**src/rtl/mips_ctrl_defs_pkg.sv**
```systemverilog
// Shared MIPS control definitions: opcode/funct constants, ALU codes and the
// control bundle carried from decode through write-back.
package mips_ctrl_defs;

   localparam int unsigned OPCODE_WIDTH = 6;
   localparam int unsigned FUNCT_WIDTH  = 6;
   localparam int unsigned ALU_OP_W     = 4;
   localparam int unsigned DEST_W       = 5;

   localparam logic [OPCODE_WIDTH-1:0] OP_RTYPE = 6'b000000;
   localparam logic [OPCODE_WIDTH-1:0] OP_LW    = 6'b100011;
   localparam logic [OPCODE_WIDTH-1:0] OP_SW    = 6'b101011;
   localparam logic [OPCODE_WIDTH-1:0] OP_ADDI  = 6'b001000;
   localparam logic [OPCODE_WIDTH-1:0] OP_ANDI  = 6'b001100;
   localparam logic [OPCODE_WIDTH-1:0] OP_ORI   = 6'b001101;
   localparam logic [OPCODE_WIDTH-1:0] OP_BEQ   = 6'b000100;

   localparam logic [FUNCT_WIDTH-1:0] FN_ADD = 6'b100000;
   localparam logic [FUNCT_WIDTH-1:0] FN_SUB = 6'b100010;
   localparam logic [FUNCT_WIDTH-1:0] FN_AND = 6'b100100;
   localparam logic [FUNCT_WIDTH-1:0] FN_OR  = 6'b100101;
   localparam logic [FUNCT_WIDTH-1:0] FN_SLT = 6'b101010;

   typedef enum logic [ALU_OP_W-1:0] {
      ALU_ADD = 4'b0000,
      ALU_SUB = 4'b0001,
      ALU_AND = 4'b0010,
      ALU_OR  = 4'b0011,
      ALU_SLT = 4'b0100
   } alu_op_e;

   typedef struct packed {
      logic                reg_dst;
      logic                alu_src;
      alu_op_e             alu_op;
      logic                branch;
      logic                mem_read;
      logic                mem_write;
      logic                reg_write;
      logic                memto_reg;
      logic [DEST_W-1:0]   dest;
   } ctrl_bundle_t;

   localparam ctrl_bundle_t CTRL_BUBBLE = '0;

endpackage

```
**src/rtl/control_decoder.sv**
```systemverilog
// Combinational decode of one MIPS instruction into a control bundle plus an
// illegal flag; unknown encodings come out as a bubble.
module control_decoder
   import mips_ctrl_defs::*;
#(
   parameter int unsigned IWIDTH = 32
) (
   input  logic [IWIDTH-1:0] instr,
   output ctrl_bundle_t      bundle,
   output logic              illegal,
   output logic              reads_rt,
   output logic [DEST_W-1:0] rs,
   output logic [DEST_W-1:0] rt
);

   logic [OPCODE_WIDTH-1:0] opcode;
   logic [FUNCT_WIDTH-1:0]  funct;
   logic [DEST_W-1:0]       rd;
   logic [DEST_W-1:0]       dest;
   logic                    unused_shamt;

   assign opcode       = instr[31:26];
   assign rs           = instr[25:21];
   assign rt           = instr[20:16];
   assign rd           = instr[15:11];
   assign funct        = instr[5:0];
   assign unused_shamt = ^instr[10:6];

   always_comb begin
      bundle   = CTRL_BUBBLE;
      illegal  = 1'b0;
      reads_rt = 1'b0;
      dest     = '0;
      case (opcode)
         OP_RTYPE: begin
            reads_rt         = 1'b1;
            bundle.reg_dst   = 1'b1;
            bundle.reg_write = 1'b1;
            dest             = rd;
            case (funct)
               FN_ADD:  bundle.alu_op = ALU_ADD;
               FN_SUB:  bundle.alu_op = ALU_SUB;
               FN_AND:  bundle.alu_op = ALU_AND;
               FN_OR:   bundle.alu_op = ALU_OR;
               FN_SLT:  bundle.alu_op = ALU_SLT;
               default: illegal       = 1'b1;
            endcase
         end
         OP_LW: begin
            bundle.alu_src   = 1'b1;
            bundle.mem_read  = 1'b1;
            bundle.memto_reg = 1'b1;
            bundle.reg_write = 1'b1;
            dest             = rt;
         end
         OP_SW: begin
            reads_rt          = 1'b1;
            bundle.alu_src    = 1'b1;
            bundle.mem_write  = 1'b1;
         end
         OP_ADDI, OP_ANDI, OP_ORI: begin
            bundle.alu_src   = 1'b1;
            bundle.reg_write = 1'b1;
            dest             = rt;
            if (opcode == OP_ANDI)     bundle.alu_op = ALU_AND;
            else if (opcode == OP_ORI) bundle.alu_op = ALU_OR;
         end
         OP_BEQ: begin
            reads_rt      = 1'b1;
            bundle.alu_op = ALU_SUB;
            bundle.branch = 1'b1;
         end
         default: illegal = 1'b1;
      endcase

      // Writes to $0 are architecturally dropped
      bundle.dest = dest;
      if (dest == '0) bundle.reg_write = 1'b0;
      if (illegal)    bundle = CTRL_BUBBLE;
   end

endmodule

```
**src/rtl/pipeline_control.sv**
```systemverilog
// Pipelined MIPS control: decodes the ID-stage instruction, carries the bundle
// through EX/MS/WB registers, detects load-use hazards and flushes branches.
module pipeline_control
   import mips_ctrl_defs::*;
#(
   parameter int unsigned IWIDTH      = 32,
   parameter int unsigned AWIDTH      = 5,
   parameter int unsigned ALUOP_WIDTH = 4
) (
   input  logic                   c_clk,
   input  logic                   c_rst,
   input  logic                   c_i_ce,
   input  logic [IWIDTH-1:0]      c_i_instr,
   input  logic                   c_i_valid,
   input  logic                   c_i_flush,
   output logic                   c_o_stall,
   output logic                   c_o_ex_RegDst,
   output logic                   c_o_ex_ALUSrc,
   output logic [ALUOP_WIDTH-1:0] c_o_ex_alu_op,
   output logic                   c_o_ex_Branch,
   output logic                   c_o_ms_MemRead,
   output logic                   c_o_ms_MemWrite,
   output logic                   c_o_wb_RegWrite,
   output logic                   c_o_wb_MemtoReg,
   output logic [AWIDTH-1:0]      c_o_wb_rd,
   output logic                   c_o_illegal
);

   ctrl_bundle_t      dec_bundle;
   ctrl_bundle_t      ex_next;
   ctrl_bundle_t      ex_q;
   ctrl_bundle_t      ms_q;
   ctrl_bundle_t      wb_q;
   logic              dec_illegal;
   logic              dec_reads_rt;
   logic [DEST_W-1:0] dec_rs;
   logic [DEST_W-1:0] dec_rt;
   logic              stall_c;
   logic              illegal_q;
   logic              unused_wb;

   control_decoder #(.IWIDTH(IWIDTH)) u_decoder (
      .instr    (c_i_instr),
      .bundle   (dec_bundle),
      .illegal  (dec_illegal),
      .reads_rt (dec_reads_rt),
      .rs       (dec_rs),
      .rt       (dec_rt)
   );

   // Load in EX whose destination feeds the decode-stage instruction; flush wins
   always_comb begin
      stall_c = 1'b0;
      if (!c_rst && !c_i_flush && c_i_valid && ex_q.mem_read && (ex_q.dest != '0)) begin
         stall_c = (ex_q.dest == dec_rs) || (dec_reads_rt && (ex_q.dest == dec_rt));
      end
   end

   always_comb begin
      ex_next = dec_bundle;
      if (c_i_flush || stall_c || !c_i_valid || dec_illegal) ex_next = CTRL_BUBBLE;
   end

   always_ff @(posedge c_clk) begin
      if (c_rst) begin
         ex_q      <= CTRL_BUBBLE;
         ms_q      <= CTRL_BUBBLE;
         wb_q      <= CTRL_BUBBLE;
         illegal_q <= 1'b0;
      end else if (c_i_ce) begin
         ex_q      <= ex_next;
         ms_q      <= ex_q;
         wb_q      <= ms_q;
         illegal_q <= c_i_valid && !c_i_flush && !stall_c && dec_illegal;
      end else begin
         illegal_q <= 1'b0;
      end
   end

   assign c_o_stall       = stall_c;
   assign c_o_ex_RegDst   = ex_q.reg_dst;
   assign c_o_ex_ALUSrc   = ex_q.alu_src;
   assign c_o_ex_alu_op   = ALUOP_WIDTH'(ex_q.alu_op);
   assign c_o_ex_Branch   = ex_q.branch;
   assign c_o_ms_MemRead  = ms_q.mem_read;
   assign c_o_ms_MemWrite = ms_q.mem_write;
   assign c_o_wb_RegWrite = wb_q.reg_write;
   assign c_o_wb_MemtoReg = wb_q.memto_reg;
   assign c_o_wb_rd       = AWIDTH'(wb_q.dest);
   assign c_o_illegal     = illegal_q;
   assign unused_wb       = ^wb_q;

endmodule

```
**config.mk**
```make
export PLATFORM = sky130hd
export DESIGN_NAME = pipeline_control
export DESIGN_NICKNAME = d
export VERILOG_FILES = /design/src/rtl/mips_ctrl_defs_pkg.sv /design/src/rtl/control_decoder.sv /design/src/rtl/pipeline_control.sv
export SDC_FILE = /design/constraint.sdc
export NUM_CORES = 1
export LEC_CHECK = 0
export ABC_AREA = 1
export CAP_MARGIN = 0
export CORE_AREA = 2 2 58 74
export CTS_BUF_LIST = sky130_fd_sc_hd__clkbuf_16
export CTS_CLUSTER_SIZE = 28
export DETAILED_ROUTE_END_ITERATION = 10
export DIE_AREA = 0 0 60 76
export PLACE_DENSITY = 0.76
export SETUP_SLACK_MARGIN = 0.02
export SLEW_MARGIN = 20
export SYNTH_ARGS = -nofsm -noshare
export SYNTH_HDL_FRONTEND = slang
export SYNTH_SLANG_ARGS = --single-unit
```
**constraint.sdc**
```tcl
create_clock -name c_clk -period 2.4 [get_ports c_clk]
set_input_delay 0.36 -clock c_clk [delete_from_list [all_inputs] [get_ports c_clk]]
set_output_delay 0.36 -clock c_clk [all_outputs]
set_load 0.05 [all_outputs]
```
==> summary.txt, run 1 <==
Outcome
  – Status: complete, no violations

Clocking
  – Clock root buffer: clkbuf_16
  – H-tree lvl count: 2
  – Total CTS buffers: 5
  – CTS sink cnt: 30
  – Maximum buffer depth of the clock tree: 2
  – Resized Gates After CTS: 0
  – Setup bufs post-CTS: 0
  – Clock Pin Slew Worst Setup and Hold Paths: 0.05 ns
  – Post-CTS Hold Buffers: 0
  – CTS tree: yes
  – Clk_lat worst skew: ~0.27 ns

Yosys
  – Yosys Warn Count: 0
  – Synthesized flop and latch total: 30
  – Prevailing post-synth register cell: dfxtp_1
  – Fraction of registers with async set/reset: 0%
  – EDFF count, synth: 0
  – Mean Syn Cell Area: 6.72 um2
  – Synth cell types: 26
  – Synth Cell Area: 1670 um2
  – Sequential element share of the synthesized area: a little over a third
  – Syn nets: 285
  – Gate Count Post-Synth: 248

Timing
  – Slew HR: 66.6%
  – Max frequency: 0.457 GHz
  – RSZ-0062 raised after global routing: no
  – Hold Fails Final Rpt: 0
  – Minimum clock period: about 2.2 ns
  – Final Cycle Share: between 90 and 100%
  – Clock Skews: 0.00346 ns
  – Worst-margin pin slew: roughly 0.50 ns
  – Max-slew violations: 0
  – Setup-failing EPs final: 0
  – Total Neg Setup Slack: 0 ns

Cells and area
  – Finished layout cell area: around 2300 um2
  – Diodes inserted: 0
  – Share of cells above drive strength 1: 15.2%
  – Area growth syn-to-layout: 39.3%
  – Nets: 333
  – Filler instances: 372

Placement
  – GP Congestion: between 0.8 and 0.9
  – Port buffer count: 48
  – Placed cell areas: 2180 um2
  – Detailed placement HPWL: 2.78 mm

Setup path
  – Startpoint types: primary input
  – Setup CP Type: in -> out
  – Crit path largest cell delay: 0.45 ns
  – Max FO, Critical Path: 4
  – Worst-path cell chain: clkdlybuf4s50_1, nor2_2, nand3_1, nand2_2, nand3_1, nand2_1, nand2_1, inv_1, buf_12
  – CP endpoint kind: primary output
  – Worst reg2reg startpoint: ex_q[3]$_SDFFE_PP0P_
  – Max stage delay cell, worst path: clkdlybuf4s50_1
  – Worst EP required: 2.04 ns
  – CP Launch Point: c_i_instr[27]
  – Crit path DAT: 1.83 ns
  – Bufs and invs on worst path: 3
  – Crit path max-delay family: buffers and inverters

Power
  – Int Pwr: 0.975 mW
  – Leakage: 1.00 nW
  – PD cells: around 560 nW/um2
  – Share of power burned in registers: approximately two fifths
  – Sw frac: 24.8%
  – Maximum VDD drop: 0.249 mV
  – Overall Power: ~1.3 mW
  – Power share of the clock group: 44.5%
  – P_sw: 0.322 mW
  – Combinational share of power: 15.4%

Detailed routing
  – Vias per cell: around 4.7
  – Wirelength per Cell: 10.4 um
  – First-pass DRT Iterations: 4
  – Vias: 1652
  – Routed Antenna Nets: 0
  – Final wirelength: 3.68 mm
  – Initial drt markers: 89
  – DRC: 0

GRT
  – Number of global-route vias before repair: approximately 1500
  – Total gr overflow: 0
  – Initial antenna violation count: 0
  – First-pass GRT wire length: 6.40 mm
  – Pin count of the biggest net entering global routing: 22
  – Gr usage total: 17.9%

Floorplan
  – Height of the die: 76 um
  – Die Wd: approximately 60 um
  – I/O pins: 55
  – Core ar.: 3940 um2
  – Initial Util: between 40 and 50%
  – Row count: 26
  – Full die area: 4560 um2

Hold path
  – Start point of the worst hold path: c_o_ex_alu_op[1]$_SDFFE_PP0P_
  – Hold WC Path Type: reg -> reg

Run
  – Max_cap viols: 0
[logic make-up after synthesis]
logic type      after synthesis  synth area share [%]
compound gates               40                  14.3
xor+xnor                      5                  2.63
buf+inv                      39                  10.7
flops                        30                  36.0
other cells                   1                 0.225
simple gates                133                  36.2
[final timing paths]
path | end | slack, ns | cells after the start
hold / removal | c_o_ex_alu_op[1]$_SDFFE_PP0P_ | 0.46 | 2
hold reg to reg | c_o_ex_alu_op[1]$_SDFFE_PP0P_ | 0.46 | 2
setup / recovery | c_o_stall | 0.21 | 9
setup reg to reg | ex_q[0]$_SDFFE_PP0P_ | 0.76 | 12
[power by group through the flow]
stage	sequential (mW)	combinational (mW)	clock, mW
2_1_floorplan	0.560	0.0760	0
3_3_place_gp	0.529	0.196	0
3_5_place_dp	0.529	0.199	0
4_1_cts	0.520	0.200	0.587
5_1_grt	0.520	0.219	0.603
6_report	0.520	0.200	0.578
[cell usage after synthesis, types with 4 or more instances]
master,instances,area [um2]
inv_1,25,93.8
nand3_1,15,75.1
dfxtp_1,30,601
nand2_2,14,87.6
nor2_2,5,31.3
o21ai_0,16,80.1
clkbuf_1,6,22.5
a21oi_2,8,70.1
buf_4,4,30.0
nor2_1,41,154
a21oi_1,13,65.1
nand2_1,49,184
[placed cells by master (no fill, tap or decap)]
master and count:
a211o_1 1, a21boi_0 1, a21oi_1 13, a21oi_2 8
a31oi_1 1, buf_12 1, buf_4 4, clkbuf_16 5
clkdlybuf4s50_1 47, clkinv_1 2, clkinv_2 1, conb_1 1
dfxtp_1 30, inv_1 26, inv_2 2, nand2_1 49
nand2_2 14, nand3_1 15, nand3_2 2, nand4_1 2
nor2_1 41, nor2_2 5, nor2_4 2, nor3_1 2
o21ai_0 16, or2_2 1, xnor2_1 2, xor2_1 3
[flip-flops by register name (all words and copies together) (netlist names)]
name and cells:
c_o_illegal 1, c_o_ms_MemWrite 1, c_o_wb_MemtoReg 1, c_o_wb_RegWrite 1, ex_q 8, c_o_ex_Branch 1
c_o_ms_MemRead 1, c_o_wb_rd 5, c_o_ex_alu_op 3, c_o_ex_RegDst 1, ms_q 6, c_o_ex_ALUSrc 1
[metrics by stage]
step                      worst slack [ns]  utilization (%)  instances  hold slack (ns)
after floorplan                      0.741                -        248            0.422
after global placement               0.213             55.5        345            0.456
after detailed placement             0.173             55.5        345            0.458
after CTS                            0.209             59.0        353            0.466
after global routing                0.0887             59.0        353            0.492
final                                0.213             59.0        353            0.464
[routing by layer]
layer | vias up | GRT usage, % | wire length, um
met4 | 0 | 8.00 | 93
li1 | 872 | - | -
met2 | 52 | 29.1 | 1800
met3 | 8 | 4.07 | 167
met1 | 720 | 21.8 | 1620
met5 | - | 0 | 0
[layout make-up]
type	instances	area [um2]	share of cell area, %
Inverter	28	105	4.53
Sequential cell	30	601	25.9
Clock buffer	5	125	5.39
Clock inverter	3	12.5	0.539
Multi-Input combinational cell	179	888	38.3
Tap cell	56	70.1	3.02
Timing Repair Buffer	52	520	22.4
[worst reg2reg max path, delay by kind of cell (launching register included)]
family | cells | cell delay, ns
AO/OA/AOI/OAI | 1 | 0.13
buffers and inverters | 1 | 0.10
flip-flops | 1 | 0.38
AND/OR/NAND/NOR | 10 | 0.95
No activity file was read; power rests on OpenSTA's default activity.
==> run 2, diff against run 1 <==
- CORE_AREA: 2 2 58 74 -> 2 2 62 69
- DIE_AREA: 0 0 60 76 -> 0 0 64 71
==> run 2 against run 1 <==
Net effect: wire length grew 2.9%; critical path type unchanged; largest power group unchanged; critical endpoint unchanged; clock power decreased by 0.7%; critical path depth did not move; maximum frequency shrank 0.33%.
==> summary.txt, run 2 (synthesis results as in run 1) <==
Outcome
  – Status: complete, no violations

Setup path
  – CP endpoint kind: primary output
  – Crit path DAT: 1.83 ns
  – Worst EP required: 2.04 ns
  – Max FO, Critical Path: 4
  – Worst reg2reg startpoint: ex_q[4]$_SDFFE_PP0P_
  – Startpoint types: primary input
  – CP Launch Point: c_i_instr[31]
  – Reg2Reg Depth: 10
  – FF-to-FF End: ex_q[2]$_SDFFE_PP0P_
  – Setup CP Type: in -> out
  – Worst reg2reg setup slack: about 0.72 ns

Detailed routing
  – First-pass DRT Iterations: 5
  – Wirelength per Cell: 10.9 um
  – Final wirelength: 3.78 mm
  – Vias per cell: 4.63
  – Routed Antenna Nets: 0
  – DRC: 0
  – Initial drt markers: 89
  – Vias: 1612

Power
  – Combinational share of power: between 10% and 20%
  – Leakage: about 1 nW
  – Power share of the clock group: between 40 and 50%
  – Int Pwr: 0.974 mW
  – P_sw: 0.320 mW
  – Share of power burned in registers: 40.1%
  – PD cells: 559 nW/um2
  – Sw frac: about 25%
  – Maximum VDD drop: 0.264 mV

GRT
  – Initial antenna violation count: 0
  – Total gr overflow: 0
  – First-pass GRT wire length: between 6 and 7 mm
  – Pin count of the biggest net entering global routing: 25
  – Number of global-route vias before repair: 1532
  – Gr usage total: 18.2%

Clocking
  – CTS tree: yes
  – Setup bufs post-CTS: 0
  – Clock root buffer: clkbuf_16
  – Resized Gates After CTS: 0
  – Clk_lat worst skew: 0.27 ns
  – Clock Pin Slew Worst Setup and Hold Paths: 0.05 ns
  – Maximum buffer depth of the clock tree: 2
  – Total CTS buffers: 5
  – CTS sink cnt: 30
  – Post-CTS Hold Buffers: 0
  – H-tree lvl count: 2

Timing
  – Final Cycle Share: between 90% and 100%
  – Max frequency: 0.456 GHz
  – Minimum clock period: about 2.2 ns
  – Max-slew violations: 0
  – Hold Fails Final Rpt: 0
  – Worst-margin pin slew: 0.499 ns
  – Slew HR: 66.6%
  – RSZ-0062 raised after global routing: no
  – Clock Skews: about 0.0023 ns
  – Hold slack final: 0.462 ns
  – Total Neg Setup Slack: 0 ns
  – Setup-failing EPs final: 0

Cells and area
  – Nets: 333
  – Commonest non-fill, non-tap cell in the layout: nand2_1
  – Top reg by flops: ex_q
  – Max FFs per register: 8
  – Finished layout cell area: 2310 um2
  – Diodes inserted: 0
  – Area growth syn-to-layout: 38.9%
  – Commonest non-fill, non-tap cells in the layout: nand2_1 (49), clkdlybuf4s50_1 (47), nor2_1 (41)
  – Share of cells above drive strength 1: 15.5%

Floorplan
  – Height of the die: between 70 and 80 um
  – Full die area: about 4500 um2
  – I/O pins: 55
  – Die Wd: about 64 um
  – Initial Util: 43.0%
  – Core ar.: 3870 um2
  – Row count: 24

Run
  – Max_cap viols: 0

Placement
  – Port buffer count: 48
  – GP Congestion: 0.893
  – Placed cell areas: 2180 um2
  – Detailed placement HPWL: 2.77 mm

Hold path
  – Start point of the worst hold path: c_o_ex_alu_op[1]$_SDFFE_PP0P_
  – Hold WC Path Type: reg -> reg
  – Hold Path End: c_o_ex_alu_op[1]$_SDFFE_PP0P_
  – Hold Path Depth: 2
==> run 2: metal layers <==
metal,global-route usage (%),part of all wire (%)
met5,0,0
met4,9.18,1.5
met3,4.77,4.8
met2,29.7,49
met1,22.1,45
==> run 2: how the worst max path moves through the flow <==
stage,end,slack [ns],cells past startpoint
floorplan,c_o_stall,0.74,6
global placement,ex_q[0]$_SDFFE_PP0P_,0.21,12
detailed placement,ex_q[7]$_SDFFE_PP0P_,0.16,13
CTS,c_o_stall,0.20,10
global route,c_o_stall,0.04,9
finish,c_o_stall,0.21,9
==> run 2: per-stage QoR <==
stage	cells	setup slack (ns)	util [%]	power [mW]
after floorplan	248	0.741	-	0.636
after CTS	348	0.203	59.8	1.31
final	348	0.205	59.8	1.29
after detailed placement	341	0.160	56.3	0.729
after global placement	341	0.211	56.3	0.726
after global routing	348	0.0421	59.8	1.35
==> run 2: power by group through the flow <==
stage / combinational [mW] / clock (mW) / sequential, mW
global placement: 0.197 / 0 / 0.529
finish: 0.201 / 0.574 / 0.520
detailed placement: 0.199 / 0 / 0.530
CTS: 0.201 / 0.586 / 0.520
floorplan: 0.0760 / 0 / 0.560
global route: 0.217 / 0.612 / 0.521
==> run 2: area by class of cell <==
type | instances | area (um2)
Fill cell | 358 | 1560
Clock inverter | 2 | 10.0
Inverter | 28 | 105
Sequential cell | 30 | 601
Timing Repair Buffer | 52 | 520
Tap cell | 52 | 65.1
Clock buffer | 5 | 125
Multi-Input combinational cell | 179 | 888
==> run 2: critical path, stage by stage <==
cell and delay (ns):
clkdlybuf4s50_1 0.43, nor2_2 0.19, nand3_1 0.15, nand2_2 0.13
nand3_1 0.08, nand2_1 0.07, nand2_1 0.12, inv_1 0.15
buf_12 0.15
==> run 3, diff against run 2 <==
- clock period: 2.4 -> 2.6 ns (I/O delays scaled with it)
==> run 3 against run 2 <==
Net effect: register-to-register slack improved by 0.20 ns; final cell count unchanged; power decreased by 7.1%; count of clock-buffer cells in the layout stayed put; clock power fell by 5.9%; sequential power decreased by 7.9%; flip-flop and latch count unchanged; via count is 1.1% higher; setup slack better by 0.17 ns; hold slack lost 0.00054 ns; design area did not move; die area stayed put; critical path type unchanged; critical endpoint unchanged; largest power group unchanged; highest routed layer unchanged.
==> summary.txt, run 3 (synthesis results as in run 1) <==
Outcome
  – Status: complete, no violations

Clocking
  – Maximum buffer depth of the clock tree: 2
  – CTS tree: yes
  – CTS sink cnt: 30
  – Clk_lat worst skew: 0.27 ns
  – Post-CTS Hold Buffers: 0
  – Clock root buffer: clkbuf_16
  – Setup bufs post-CTS: 0
  – Clock Pin Slew Worst Setup and Hold Paths: about 0.050 ns
  – Resized Gates After CTS: 0
  – H-tree lvl count: 2
  – Total CTS buffers: 5

Timing
  – Total Neg Setup Slack: 0 ns
  – Setup-failing EPs final: 0
  – Worst-margin pin slew: approximately 0.50 ns
  – Slew HR: 66.7%
  – Clock Skews: 0.00316 ns
  – Hold Fails Final Rpt: 0
  – Max frequency: 0.450 GHz
  – Minimum clock period: 2.22 ns
  – Final worst setup slack: around 0.38 ns
  – Max-slew violations: 0
  – Hold slack final: 0.461 ns
  – RSZ-0062 raised after global routing: no
  – Final Cycle Share: 85.5%

GRT
  – First-pass GRT wire length: 6.44 mm
  – Gr usage total: 17.9%
  – Initial antenna violation count: 0
  – Total gr overflow: 0
  – Pin count of the biggest net entering global routing: 25
  – Number of global-route vias before repair: 1506

Placement
  – DP Worst Slack: ~0.33 ns
  – Placed cell areas: 2180 um2
  – Port buffer count: 48
  – GP Congestion: 0.895
  – Detailed placement HPWL: 2.74 mm

Detailed routing
  – Vias per cell: 4.68
  – Wirelength per Cell: 10.6 um
  – Final wirelength: between 3 and 4 mm
  – Initial drt markers: between 90 and 100
  – Vias: between 1500 and 2000
  – First-pass DRT Iterations: 4
  – Routed Antenna Nets: 0
  – DRC: 0

Run
  – Max_cap viols: 0

Setup path
  – Max stage delay cell, worst path: clkdlybuf4s50_1
  – Setup CP Type: in -> out
  – Worst-path cell chain: clkdlybuf4s50_1, nor2_2, nand3_1, nand2_2, nand3_1, nand2_1, nand2_1, inv_1, buf_12
  – CP endpoint kind: primary output
  – Crit path DAT: 1.83 ns
  – Crit path max-delay family: buffers and inverters
  – Crit path largest cell delay: around 0.45 ns
  – Bufs and invs on worst path: 3
  – Worst EP required: 2.21 ns
  – Startpoint types: primary input
  – Max FO, Critical Path: 4

Floorplan
  – I/O pins: 55
  – Height of the die: 71 um
  – Row count: 24
  – Initial Util: 43.0%
  – Core ar.: 3870 um2
  – Full die area: 4540 um2
  – Die Wd: about 64 um

Cells and area
  – Top reg by flops: ex_q
  – Commonest non-fill, non-tap cells in the layout: nand2_1 (49), clkdlybuf4s50_1 (47), nor2_1 (41)
  – Filler instances: roughly 360
  – Area growth syn-to-layout: 38.9%
  – Nets: 333
  – Share of cells above drive strength 1: between 10% and 20%
  – Max FFs per register: 8
  – Commonest non-fill, non-tap cell in the layout: nand2_1
  – Diodes inserted: 0
  – Finished layout cell area: 2310 um2

Power
  – P_sw: 0.303 mW
  – Sw frac: roughly a quarter
  – Maximum VDD drop: 0.221 mV
  – Combinational share of power: between 15 and 20%
  – Share of power burned in registers: 39.9%
  – Int Pwr: approximately 0.9 mW
  – Leakage: 0.998 nW
  – Overall Power: 1.20 mW
  – Power share of the clock group: between 40% and 50%
  – PD cells: 520 nW/um2

Hold path
  – Hold WC Path Type: reg -> reg
==> run 3: cell counts in the layout (fill, tap and decap cells not counted) <==
Identical to the previous run, type by type.
==> run 3: tightest hold or removal path: cells and delay by family (launching register included) <==
| family | cells | cell delay, ns |
|---|---|---|
| compound gates | 1 | 0.05 |
| flops | 1 | 0.30 |
| simple gates | 1 | 0.06 |
==> run 3: worst paths after layout <==
check | slack (ns) | end | startpoint | depth (start not counted)
worst max-delay path | 0.38 | c_o_stall | c_i_instr[27] | 9
worst min-delay path | 0.46 | c_o_ex_alu_op[1]$_SDFFE_PP0P_ | c_o_ex_alu_op[1]$_SDFFE_PP0P_ | 2
worst max register to register | 0.92 | ex_q[2]$_SDFFE_PP0P_ | ex_q[3]$_SDFFE_PP0P_ | 12
worst min register to register | 0.46 | c_o_ex_alu_op[1]$_SDFFE_PP0P_ | c_o_ex_alu_op[1]$_SDFFE_PP0P_ | 2
==> run 3: per-layer routing <==
| layer | vias to the layer above | routed length [um] | GRT usage, % |
|---|---|---|---|
| met1 | 705 | 1710 | 21.7 |
| met4 | 0 | 99 | 8.70 |
| met2 | 49 | 1720 | 30.0 |
| li1 | 868 | - | - |
| met5 | - | 0 | 0 |
| met3 | 7 | 163 | 3.97 |
==> run 3: layout make-up <==
cell class | count | area (um2) | area share [%]
multi-input cells | 179 | 888 | 38.4
clock buffers | 5 | 125 | 5.41
clock inverters | 2 | 10.0 | 0.432
inverters | 28 | 105 | 4.54
well taps | 52 | 65.1 | 2.81
repair buffers | 52 | 520 | 22.5
flip-flops and latches | 30 | 601 | 25.9
==> run 3: metrics by stage <==
stage               cells  utilization, %
floorplan             248               -
global placement      341            56.3
detailed placement    341            56.3
CTS                   348            59.8
global route          348            59.8
finish                348            59.8
==> run 3: power by group through the flow <==
| stage | Combinational [mW] | Sequential [mW] | Clock, mW |
|---|---|---|---|
| detailed placement | 0.184 | 0.489 | 0 |
| CTS | 0.185 | 0.480 | 0.546 |
| finish | 0.184 | 0.479 | 0.540 |
| global placement | 0.182 | 0.488 | 0 |
| floorplan | 0.0702 | 0.517 | 0 |
| global route | 0.200 | 0.481 | 0.564 |
